[src/rtl/dsp_slice_arbiter.sv]
// Shares one (D+B)*A+C DSP slice between two burst requesters: round-robin
// grant with burst lock, C skew alignment, and routing of each P result to its issuer.
module dsp_slice_arbiter #(
  parameter int unsigned LATENCY = 4,
  parameter int unsigned C_SKEW  = 2
) (
  input  logic        clk,
  input  logic        rst,
  input  logic        s0_valid,
  output logic        s0_ready,
  input  logic        s0_last,
  input  logic [17:0] s0_a,
  input  logic [17:0] s0_b,
  input  logic [17:0] s0_d,
  input  logic [47:0] s0_c,
  input  logic        s1_valid,
  output logic        s1_ready,
  input  logic        s1_last,
  input  logic [17:0] s1_a,
  input  logic [17:0] s1_b,
  input  logic [17:0] s1_d,
  input  logic [47:0] s1_c,
  output logic [17:0] dsp_a,
  output logic [17:0] dsp_b,
  output logic [17:0] dsp_d,
  output logic [47:0] dsp_c,
  input  logic [47:0] dsp_p,
  output logic        r0_valid,
  output logic        r1_valid,
  output logic [47:0] r_p,
  output logic        busy
);

  localparam int unsigned OPW = 18;
  localparam int unsigned CW  = 48;
  localparam int unsigned CDW = C_SKEW * CW;

  typedef enum logic [1:0] {
    IDLE   = 2'd0,
    BURST0 = 2'd1,
    BURST1 = 2'd2
  } state_t;

  typedef struct packed {
    logic [OPW-1:0] a;
    logic [OPW-1:0] b;
    logic [OPW-1:0] d;
    logic [CW-1:0]  c;
  } beat_t;

  state_t             state;
  state_t             state_nxt;
  logic               last_grant;
  logic               last_grant_nxt;
  logic               xfer0;
  logic               xfer1;
  beat_t              beat_sel;
  logic [CDW-1:0]     c_dly;
  logic [LATENCY-1:0] tag_v;
  logic [LATENCY-1:0] tag_v_nxt;
  logic [LATENCY-1:0] tag_id;
  logic [LATENCY-1:0] tag_id_nxt;
  logic               busy_nxt;

  // Grant, burst lock, beat selection and next-state of the tag pipeline
  always_comb begin
    state_nxt      = state;
    last_grant_nxt = last_grant;
    s0_ready       = 1'b0;
    s1_ready       = 1'b0;
    beat_sel       = '0;
    case (state)
      IDLE: begin
        s0_ready = s0_valid & (~s1_valid | last_grant);
        s1_ready = s1_valid & (~s0_valid | ~last_grant);
      end
      BURST0:  s0_ready = 1'b1;
      BURST1:  s1_ready = 1'b1;
      default: ;
    endcase
    if (rst) begin
      s0_ready = 1'b0;
      s1_ready = 1'b0;
    end
    xfer0 = s0_valid & s0_ready;
    xfer1 = s1_valid & s1_ready;
    if (xfer0) begin
      last_grant_nxt = 1'b0;
      state_nxt      = s0_last ? IDLE : BURST0;
      beat_sel       = '{a: s0_a, b: s0_b, d: s0_d, c: s0_c};
    end else if (xfer1) begin
      last_grant_nxt = 1'b1;
      state_nxt      = s1_last ? IDLE : BURST1;
      beat_sel       = '{a: s1_a, b: s1_b, d: s1_d, c: s1_c};
    end
    tag_v_nxt  = LATENCY'({tag_v, xfer0 | xfer1});
    tag_id_nxt = LATENCY'({tag_id, xfer1});
    busy_nxt   = (state_nxt != IDLE) | (|tag_v_nxt);
  end

  // Idle cycles push zero beats so the slice never sees stale operands
  always_ff @(posedge clk or posedge rst) begin
    if (rst) begin
      state      <= IDLE;
      last_grant <= 1'b1;
      dsp_a      <= '0;
      dsp_b      <= '0;
      dsp_d      <= '0;
      dsp_c      <= '0;
      c_dly      <= '0;
      tag_v      <= '0;
      tag_id     <= '0;
      r0_valid   <= 1'b0;
      r1_valid   <= 1'b0;
      busy       <= 1'b0;
    end else begin
      state      <= state_nxt;
      last_grant <= last_grant_nxt;
      dsp_a      <= beat_sel.a;
      dsp_b      <= beat_sel.b;
      dsp_d      <= beat_sel.d;
      c_dly      <= CDW'({c_dly, beat_sel.c});
      dsp_c      <= c_dly[CDW-1 -: CW];
      tag_v      <= tag_v_nxt;
      tag_id     <= tag_id_nxt;
      r0_valid   <= tag_v[LATENCY-1] & ~tag_id[LATENCY-1];
      r1_valid   <= tag_v[LATENCY-1] & tag_id[LATENCY-1];
      busy       <= busy_nxt;
    end
  end

  assign r_p = dsp_p;

endmodule

[config.mk]
export PLATFORM = sky130hd
export DESIGN_NAME = dsp_slice_arbiter
export DESIGN_NICKNAME = d
export VERILOG_FILES = /design/src/rtl/dsp_slice_arbiter.sv
export SDC_FILE = /design/constraint.sdc
export NUM_CORES = 1
export LEC_CHECK = 0
export CAP_MARGIN = 30
export CORE_AREA = 2 2 162 164
export DETAILED_ROUTE_END_ITERATION = 8
export DIE_AREA = 0 0 164 166
export PLACE_DENSITY_LB_ADDON = 0.12
export SYNTH_ARGS = -nofsm -noshare
export SYNTH_HDL_FRONTEND = slang
export SYNTH_SLANG_ARGS = --single-unit
[constraint.sdc]
create_clock -name clk -period 11 [get_ports clk]
set_input_delay 2.75 -clock clk [delete_from_list [all_inputs] [get_ports clk]]
set_output_delay 2.75 -clock clk [all_outputs]
set_load 0.05 [all_outputs]
==> impl_summary.txt <==
----------------------------------------------------
[Global routing]
  Wire length of the first global-routing pass ... 30120 um
  Via count of the first global-routing pass ... 4933
  Initial antenna violation count ... 0
  Largest net degree at the start of global routing ... between 100 and 150
  Sum of overflow across all layers after global routing ... 0
  GRT Overall Usage ... 14.50%

[Die]
  Core area ... 25620 um^2
  Starting density of the core ... between 20% and 30%
  Total die area ... 27220 um^2
  Number of ports placed on the die boundary ... 413
  Die Span X ... 164 um
  Site Rows ... 59
  Die boundary height ... 166 um

[Synthesis]
  Post-synthesis instance area ... 6939 um^2
  Syn_nets ... around 670
  Leading post-synthesis cells by cell area ... sky130_fd_sc_hd__dfrtp_1 76%, sky130_fd_sc_hd__a22o_1 13%, sky130_fd_sc_hd__buf_4 5.2%
  Leading area contributor after synthesis ... sky130_fd_sc_hd__dfrtp_1
  Count of flip-flops with a built-in enable after synthesis ... 0
  Synthesized instance count ... 409
  Sequential element share of the synthesized area ... 76.47%
  Number of warnings printed during yosys synthesis ... 0
  Top cells by count, synth ... 211 x sky130_fd_sc_hd__dfrtp_1, 103 x sky130_fd_sc_hd__a22o_1, 48 x sky130_fd_sc_hd__buf_4
  Syn avg cell area ... 16.97 um^2
  Number of synthesized register bits ... 212
  Leading register cell type out of synthesis ... sky130_fd_sc_hd__dfrtp_1
  Distinct cell type count after synthesis ... 21
  Top cell type's share of synthesized area ... 76.09%
  Most instantiated library cell after synthesis ... sky130_fd_sc_hd__dfrtp_1
  Synth async-reset ratio ... 100.0%

[Critical path]
  Required time reported for the critical path endpoint ... between 8 and 9 ns
  Critical Path Fanout Max ... 6
  Sort of element at the end of the critical path ... output pin
  Setup Crit Path Kind ... primary input to output pin
  Critical Path AT ... about 4.5 ns
  Startpoint Class ... primary input

[STA]
  Final max-slew violation count ... 0
  Tmin final ... 7.254 ns
  Hold slack ... between 0.3 and 0.4 ns
  Final Hold Fails ... 0
  Setup Skew ... 0.01245 ns
  Post-route setup slack ... 3.746 ns
  Relative slew margins ... 50.48%
  Setup TNS ... 0 ns
  Timing-limited maximum frequency ... 137.9 MHz
  Unrepaired setup endpoints after global routing ... no
  Setup violators final ... 0
  Transition time at the pin with the least slew margin ... 0.7428 ns
  Share of the cycle needed by the critical path after routing ... roughly two thirds

[Detailed routing]
  Vias per cell ... roughly 4.2
  Number of optimization iterations in the first detailed-route pass ... 4
  DRC marker count from the first detailed-route iteration ... 160
  Final wirelength ... 19830 um
  Antenna violation net count after detailed routing ... 0
  Remaining DRCs ... 0
  Routed wire length per instance ... 19.13 um
  Total number of vias ... 4381

[Placed design]
  HPWL reported at the end of detailed placement ... 14320 um
  # placed instances ... 993
  Port bufs ... 316
  Standard cell area after detailed placement ... 9992 um^2
  Pre-CTS setup slack ... 3.760 ns
  Routability cong. ... 0.8177

[Flow run]
  Number of max-cap violations ... 0

[CTS]
  Count of H-tree levels built during CTS ... 1
  Cells resized by post-CTS repair ... 0
  Clock tree root buffer cell ... sky130_fd_sc_hd__clkbuf_16
  Clk sink count ... 212
  Clock transition time at the flip-flop clock pins of the worst setup and hold paths ... 0.06 ns
  Total clock buffers created by CTS ... 24
  Number of hold buffers added after cts ... 0
  Clock tree from TritonCTS ... done
  Later-pin clock latency in the skew report ... 0.50 ns
  Worst-case clock buffer depth ... 3
  Count of buffers added by post-CTS timing repair for setup ... 0

[Run status]
  Outcome ... complete, no violations

[Finish]
  Fraction of final layout cells with drive strength greater than 1 ... under 10%
  Layout Area Growth over Synthesis ... 56.38%
  Design Area, Final ... approximately 11000 um^2
  Number of nets in the layout ... approximately 940
  Final std cells w/o fill ... 1037
  ANT cells ... 0

[Power and ir drop]
  Pwr dens ... ~220 nW/um^2
  Worst vdd rail ir drop ... 0.1076 mV
  P_leak ... 4.902 nW

[Min path]
  Hold/Removal Path Class ... flop to flop

----------------------------------------------------
==> placed cells by master (no fill, tap or decap), types with 2 or more instances in the layout <==
cell                              instances
sky130_fd_sc_hd__a21oi_1                  5
sky130_fd_sc_hd__a22o_1                 103
sky130_fd_sc_hd__buf_16                   3
sky130_fd_sc_hd__buf_4                    2
sky130_fd_sc_hd__clkbuf_1                 4
sky130_fd_sc_hd__clkbuf_16               25
sky130_fd_sc_hd__clkbuf_8                 8
sky130_fd_sc_hd__clkdlybuf4s50_1        316
sky130_fd_sc_hd__clkinv_2                 3
sky130_fd_sc_hd__dfrtp_1                211
sky130_fd_sc_hd__nand2_1                  2
sky130_fd_sc_hd__nand2b_1                 3
sky130_fd_sc_hd__nor2_1                   3
sky130_fd_sc_hd__nor3_1                   2
==> through the flow <==
| stage | power [mW] | util [%] |
|---|---|---|
| floorplan | 1.405 | - |
| global placement | 1.612 | 38.90 |
| detailed placement | 1.621 | 39.01 |
| CTS | 2.428 | 42.15 |
| global route | 2.503 | 42.36 |
| finish | 2.387 | 42.36 |
==> flip-flops by register name, indices dropped and copies added, names as in the netlist <==
| register | cells |
|---|---|
| dsp_c | 48 |
| c_dly | 96 |
| r1_valid | 1 |
| state | 2 |
| last_grant | 1 |
| dsp_b | 18 |
| tag_id | 4 |
| r0_valid | 1 |
| tag_v | 4 |
| dsp_a | 18 |
| busy | 1 |
| dsp_d | 18 |
==> routing by layer <==
layer / track usage (%) / share of wire [%]
met3: 2.123 / 5.8
met2: 26.74 / 55
met1: 16.21 / 35
met4: 6.903 / 4.6
met5: 0 / 0
==> worst paths after layout <==
path	cells after the start	startpoint	slack [ns]	to
max	3	rst	3.75	s0_ready
min	0	c_dly[73]	0.34	dsp_c[25]
max reg2reg	4	state[0]	8.60	dsp_a[8]
min reg2reg	0	c_dly[73]	0.34	dsp_c[25]
max in group asynchronous	5	rst	6.94	c_dly[79]
min in group asynchronous	2	rst	2.68	dsp_a[12]
==> area by class of cell <==
cell class | count | area, um^2
fillers | 2323 | 14760
multi-input cells | 125 | 1046
inverters | 2 | 15.01
clock inverters | 5 | 53.80
clock buffers | 37 | 750.7
well taps | 335 | 419.2
repair buffers | 321 | 3261
flip-flops and latches | 212 | 5306
==> report_power, final <==
part	switching, mW	internal (mW)	total (mW)
sequential	0.0458	0.917	0.963
combinational	0.393	0.244	0.637
clock	0.296	0.490	0.786
total	0.735	1.65	2.39
==> critical path, stage by stage <==
cell and delay, ns:
sky130_fd_sc_hd__clkdlybuf4s50_1 0.61, sky130_fd_sc_hd__nor3_1 0.29, sky130_fd_sc_hd__clkdlybuf4s50_1 0.86
==> logic make-up after synthesis <==
group	synth area share (%)
flops	76.47
buf+inv	8.655
simple gates	1.244
compound gates	13.63
Power figures use the tool's default switching activity.
==> RTL change 1: new RTL, same flow settings <==
`LATENCY`: 4 -> 5.
--- a/src/rtl/dsp_slice_arbiter.sv
+++ b/src/rtl/dsp_slice_arbiter.sv
@@ -2,5 +2,5 @@
 // grant with burst lock, C skew alignment, and routing of each P result to its issuer.
 module dsp_slice_arbiter #(
-  parameter int unsigned LATENCY = 4,
+  parameter int unsigned LATENCY = 5,
   parameter int unsigned C_SKEW  = 2
 ) (
Formal check against the unedited RTL: not equivalent (Yosys sat finds a counterexample within 10 cycles, from zero or initial values and one cycle with rst high).
==> RTL change 1 against the original RTL <==
  * Synthesized area shrank 0.81%
  * Cell area shrank 0.33%
  * Sequential cell count grew 2
  * Worst setup slack gained 120 ps
  * Global-route usage shrank 0.82 points
  * Routed wire length shrank 2.9%
  * Critical path type unchanged
Power is not compared: it rests on default switching activity, and its combinational part moved more than twofold at a synthesized area within 25%.
==> RTL change 1: results (changes against the original RTL) <==
Status
  – Status: completed

Placement
  – Placed insts: 991 (-0.20%)
  – Pre-CTS setup slack: 3850 ps (+88.6 ps)
  – Post-DP Area: 10100 sq um (+0.65%)

Cells and area
  – Layout fillers: 2344 (+0.90%)
  – Seq area share: 49.5% (+0.63 points)
  – ClkCell Share: 7.01% (-0.40 points)
  – Sequential cell area: 5360 sq um (+0.94%)
  – P&R area growth vs syn: 57.1%
  – Multi-In Gates: 119 (-4.8%)

Setup path
  – Reg2Reg Setup Slack: 8820 ps (+220 ps)
  – Crit-path max cell delay: 830 ps (-30 ps)
  – CP endpoint: s1_ready
  – Worst Path Max Fanout: 3 (-3)
  – Reg2reg end: dsp_d[16]

Synth
  – Top cells by count, synth: dfrtp_1 (213), a22o_1 (102), buf_4 (50)
  – Synthesized area per cell: 16.9 sq um (-0.57%)
  – Seq/Total Area, Yosys: 77.8% (+1.4 points)
  – Yosys top cell area share: 77.4% (+1.3 points)

STA
  – Max Freq: 140 MHz (+1.7%)
  – Slew Limit Headroom: 40.9% (-9.5 points)

Worst hold path
  – Hold Path End: dsp_c[13]

Clock tree
  – Total CTS buffers: 25 (+4.2%)

Global routing
  – Global-route usage over all layers: 13.7% (-0.82 points)
  – First-pass GRT wire length: 28.4 mm (-5.8%)

Detailed routing
  – Total wire length: 19.3 mm (-2.9%)
  – Via density: 4.31 (+2.1%)
  – Drt pass-1 iters: 5 (+1)
## RTL change 1: cell count changes in the layout (fill, tap and decap cells not counted), sizes merged, moves of 2 or more
cell,change
clkinvlp,+3
dfrtp,+2
nand2b,-2
mux2i,+2
nor2,-3
o2111a,+2
a21oi,-3
## RTL change 1: power breakdown
part	switching (uW)	internal, uW	total (uW)
sequential	0	788	788
combinational	27.3	66.2	93.5
clock	306	445	751
total	333	1300	1630
## RTL change 1: logic make-up after synthesis
group | Yosys count | share of synthesized area (%)
AND/OR/NAND/NOR | 10 | 0.818
multiplexers | 2 | 0.291
AO/OA/AOI/OAI | 107 | 13.6
flip-flops | 214 | 77.8
buffers and inverters | 75 | 7.47
## RTL change 1: layer usage
layer  share of wire [%]  routed length (microns)  GRT usage, %  up-vias
met4                 4.4                      853          6.48        0
met1                  34                     6540          14.4     2235
met3                 8.8                     1690          3.87       78
li1                    -                        -             -     1948
met5                   0                        0             0        -
met2                  53                    10200          24.9      204
==> RTL change 2: new RTL, same settings <==
Without the edit above. `tag_v` and `tag_id` no longer have a reset.
--- a/src/rtl/dsp_slice_arbiter.sv
+++ b/src/rtl/dsp_slice_arbiter.sv
@@ -109,6 +109,4 @@
       dsp_c      <= '0;
       c_dly      <= '0;
-      tag_v      <= '0;
-      tag_id     <= '0;
       r0_valid   <= 1'b0;
       r1_valid   <= 1'b0;
@@ -122,6 +120,4 @@
       c_dly      <= CDW'({c_dly, beat_sel.c});
       dsp_c      <= c_dly[CDW-1 -: CW];
-      tag_v      <= tag_v_nxt;
-      tag_id     <= tag_id_nxt;
       r0_valid   <= tag_v[LATENCY-1] & ~tag_id[LATENCY-1];
       r1_valid   <= tag_v[LATENCY-1] & tag_id[LATENCY-1];
@@ -130,4 +126,9 @@
   end
 
+  always_ff @(posedge clk) begin
+    tag_v  <= tag_v_nxt;
+    tag_id <= tag_id_nxt;
+  end
+
   assign r_p = dsp_p;
 
Formal check against the unedited RTL: differs if rst is asserted again (counterexample within 4 cycles, from zero or initial values and one cycle with rst high); with rst held inactive, the same outputs for 4 cycles.
==> RTL change 2 against the original RTL <==
  * Sequential cell count unchanged
  * Synthesized cell count is the same
  * Sequential share of layout area down 0.25 points
  * Routed wire length down 1.8%
  * Final cell count is 0.19% higher
  * Worst setup slack worse by 15 ps
  * Critical path depth increased by 2
  * Global-route usage fell by 0.75 points
  * Power is 2.1% higher
  * Via count is 0.82% lower
  * Synthesized area decreased by 0.58%
  * Cell area down 0.25%
  * Critical path type unchanged
  * Highest routed layer unchanged
==> RTL change 2: results (changes against the original RTL) <==
Global routing
  – Met1 Usage GRT: 15.5% (-0.67 points)
  – Largest net degree at the start of global routing: 146 (+7.4%)
  – Global-route usage over all layers: 13.8% (-0.75 points)
  – Vias in the first global route: 4682 (-5.1%)
  – M2 GR Usage: 24.6% (-2.1 points)
  – GR met3 Demand/Resource: 2.80% (+0.67 points)
  – First-pass GRT wire length: 28.3 mm (-5.9%)
  – Initial antenna violation count: 1 (+1)

Status
  – Status: completed

Synth
  – Post-synthesis mux area share: 0% (unchanged)
  – Top cells by count, synth: dfrtp_1 (203), a22o_1 (103), buf_4 (48)
  – Synth area leaders: dfrtp_1 (74%), a22o_1 (13%), buf_4 (5.2%)
  – Fraction of registers with async set/reset: 96.2% (-3.8 points)
  – Seq/Total Area, Yosys: 76.3% (-0.14 points)
  – XOR/XNOR Fraction of Synth Area: 0% (unchanged)
  – Synth cell types: 22 (+4.8%)
  – Net Count, Synth: 667 (unchanged)
  – Yosys warnings: 0 (unchanged)
  – Compound-cell area share of the yosys netlist: 13.7% (+0.079 points)
  – Synth Area in Adders: 0% (unchanged)

Placement
  – Post-DP Area: 9930 sq um (-0.60%)
  – Placed insts: 993 (unchanged)
  – Placer congestion estimate: 0.719 (-12%)
  – Detailed placer's ending HPWL: 14.0 mm (-2.0%)
  – Pre-CTS setup slack: 3750 ps (-8.77 ps)
  – # port buffers: 316 (unchanged)

Setup path
  – Crit path arrival time: 4520 ps (+20 ps)
  – Slowest cell on the critical path: clkdlybuf4s50_1
  – Crit-path max cell delay: 840 ps (-20 ps)
  – Largest delay share family, worst path: buffers and inverters
  – Worst Path Max Fanout: 5 (-1)

Detailed routing
  – Metal-1 WL: 7.21 mm (+4.9%)
  – Uppermost layer routed: met4
  – Met3 WL: 1.20 mm (+3.2%)
  – Routed wl met2: 10.2 mm (-6.3%)
  – Total wire length: 19.5 mm (-1.8%)
  – Drt pass-1 iters: 4 (unchanged)
  – DR iter-0 viols: 176 (+10%)
  – Via count: 4345 (-0.82%)

Cells and area
  – Final core utilization: 42.3% (-0.11 points)
  – Top Registers: c_dly: 96 flops, dsp_c: 48 flops
  – Layout fillers: 2315 (-0.34%)
  – Finished Layout Cells: 1039 (+0.19%)
  – Layout cells sized above 1: 7.25% (+0.42 points)
  – Nets: 943 (-0.11%)

Clock tree
  – H-Tree Depth: 1 (unchanged)
  – Clk slew on worst S/H paths: 50 ps
  – Clk Latency, worst-skew pair: 510 ps
  – CTS root buffer: clkbuf_16
  – Clk buf depth: 3 (unchanged)
  – CTS Hold Bufs: 0 (unchanged)
  – Total CTS buffers: 24 (unchanged)
  – Post-CTS Resized: 0 (unchanged)

STA
  – Post-Route Skew: 9.71 ps (-2.74 ps)
  – Slew Limit Headroom: 50.2% (-0.27 points)
  – Setup TNS: 0 ps (unchanged)

Pwr
  – Pleak: 0.00487 uW (-0.67%)
  – Worst vdd ir: 0.000106 V (-1.1%)

Worst hold path
  – Hold Crit Class: reg2reg
-- RTL change 2: path summary, 6_finish.rpt --
path | from | endpoint | slack [ps] | cells after the start
min reg2reg | tag_id[1] | tag_id[2] | 320 | 0
max in group asynchronous | rst | dsp_c[2] | 7200 | 3
min | tag_id[1] | tag_id[2] | 320 | 0
max | s0_valid | s1_ready | 3730 | 5
min in group asynchronous | rst | dsp_a[16] | 2760 | 2
max reg2reg | state[0] | dsp_b[9] | 8620 | 4
-- RTL change 2: final cells by class --
class | count | share of cell area [%]
sequential | 212 | 48.7
antenna | 1 | 0.0231
clock buffer | 28 | 5.87
clock inverter | 16 | 2.09
tap | 335 | 3.87
inverter | 2 | 0.139
timing repair buffer | 320 | 29.7
multi-input combinational | 125 | 9.66
-- RTL change 2: where the power goes --
group	switching [uW]	internal (uW)
Clock	310	533
Sequential	44.0	917
Combinational	391	241
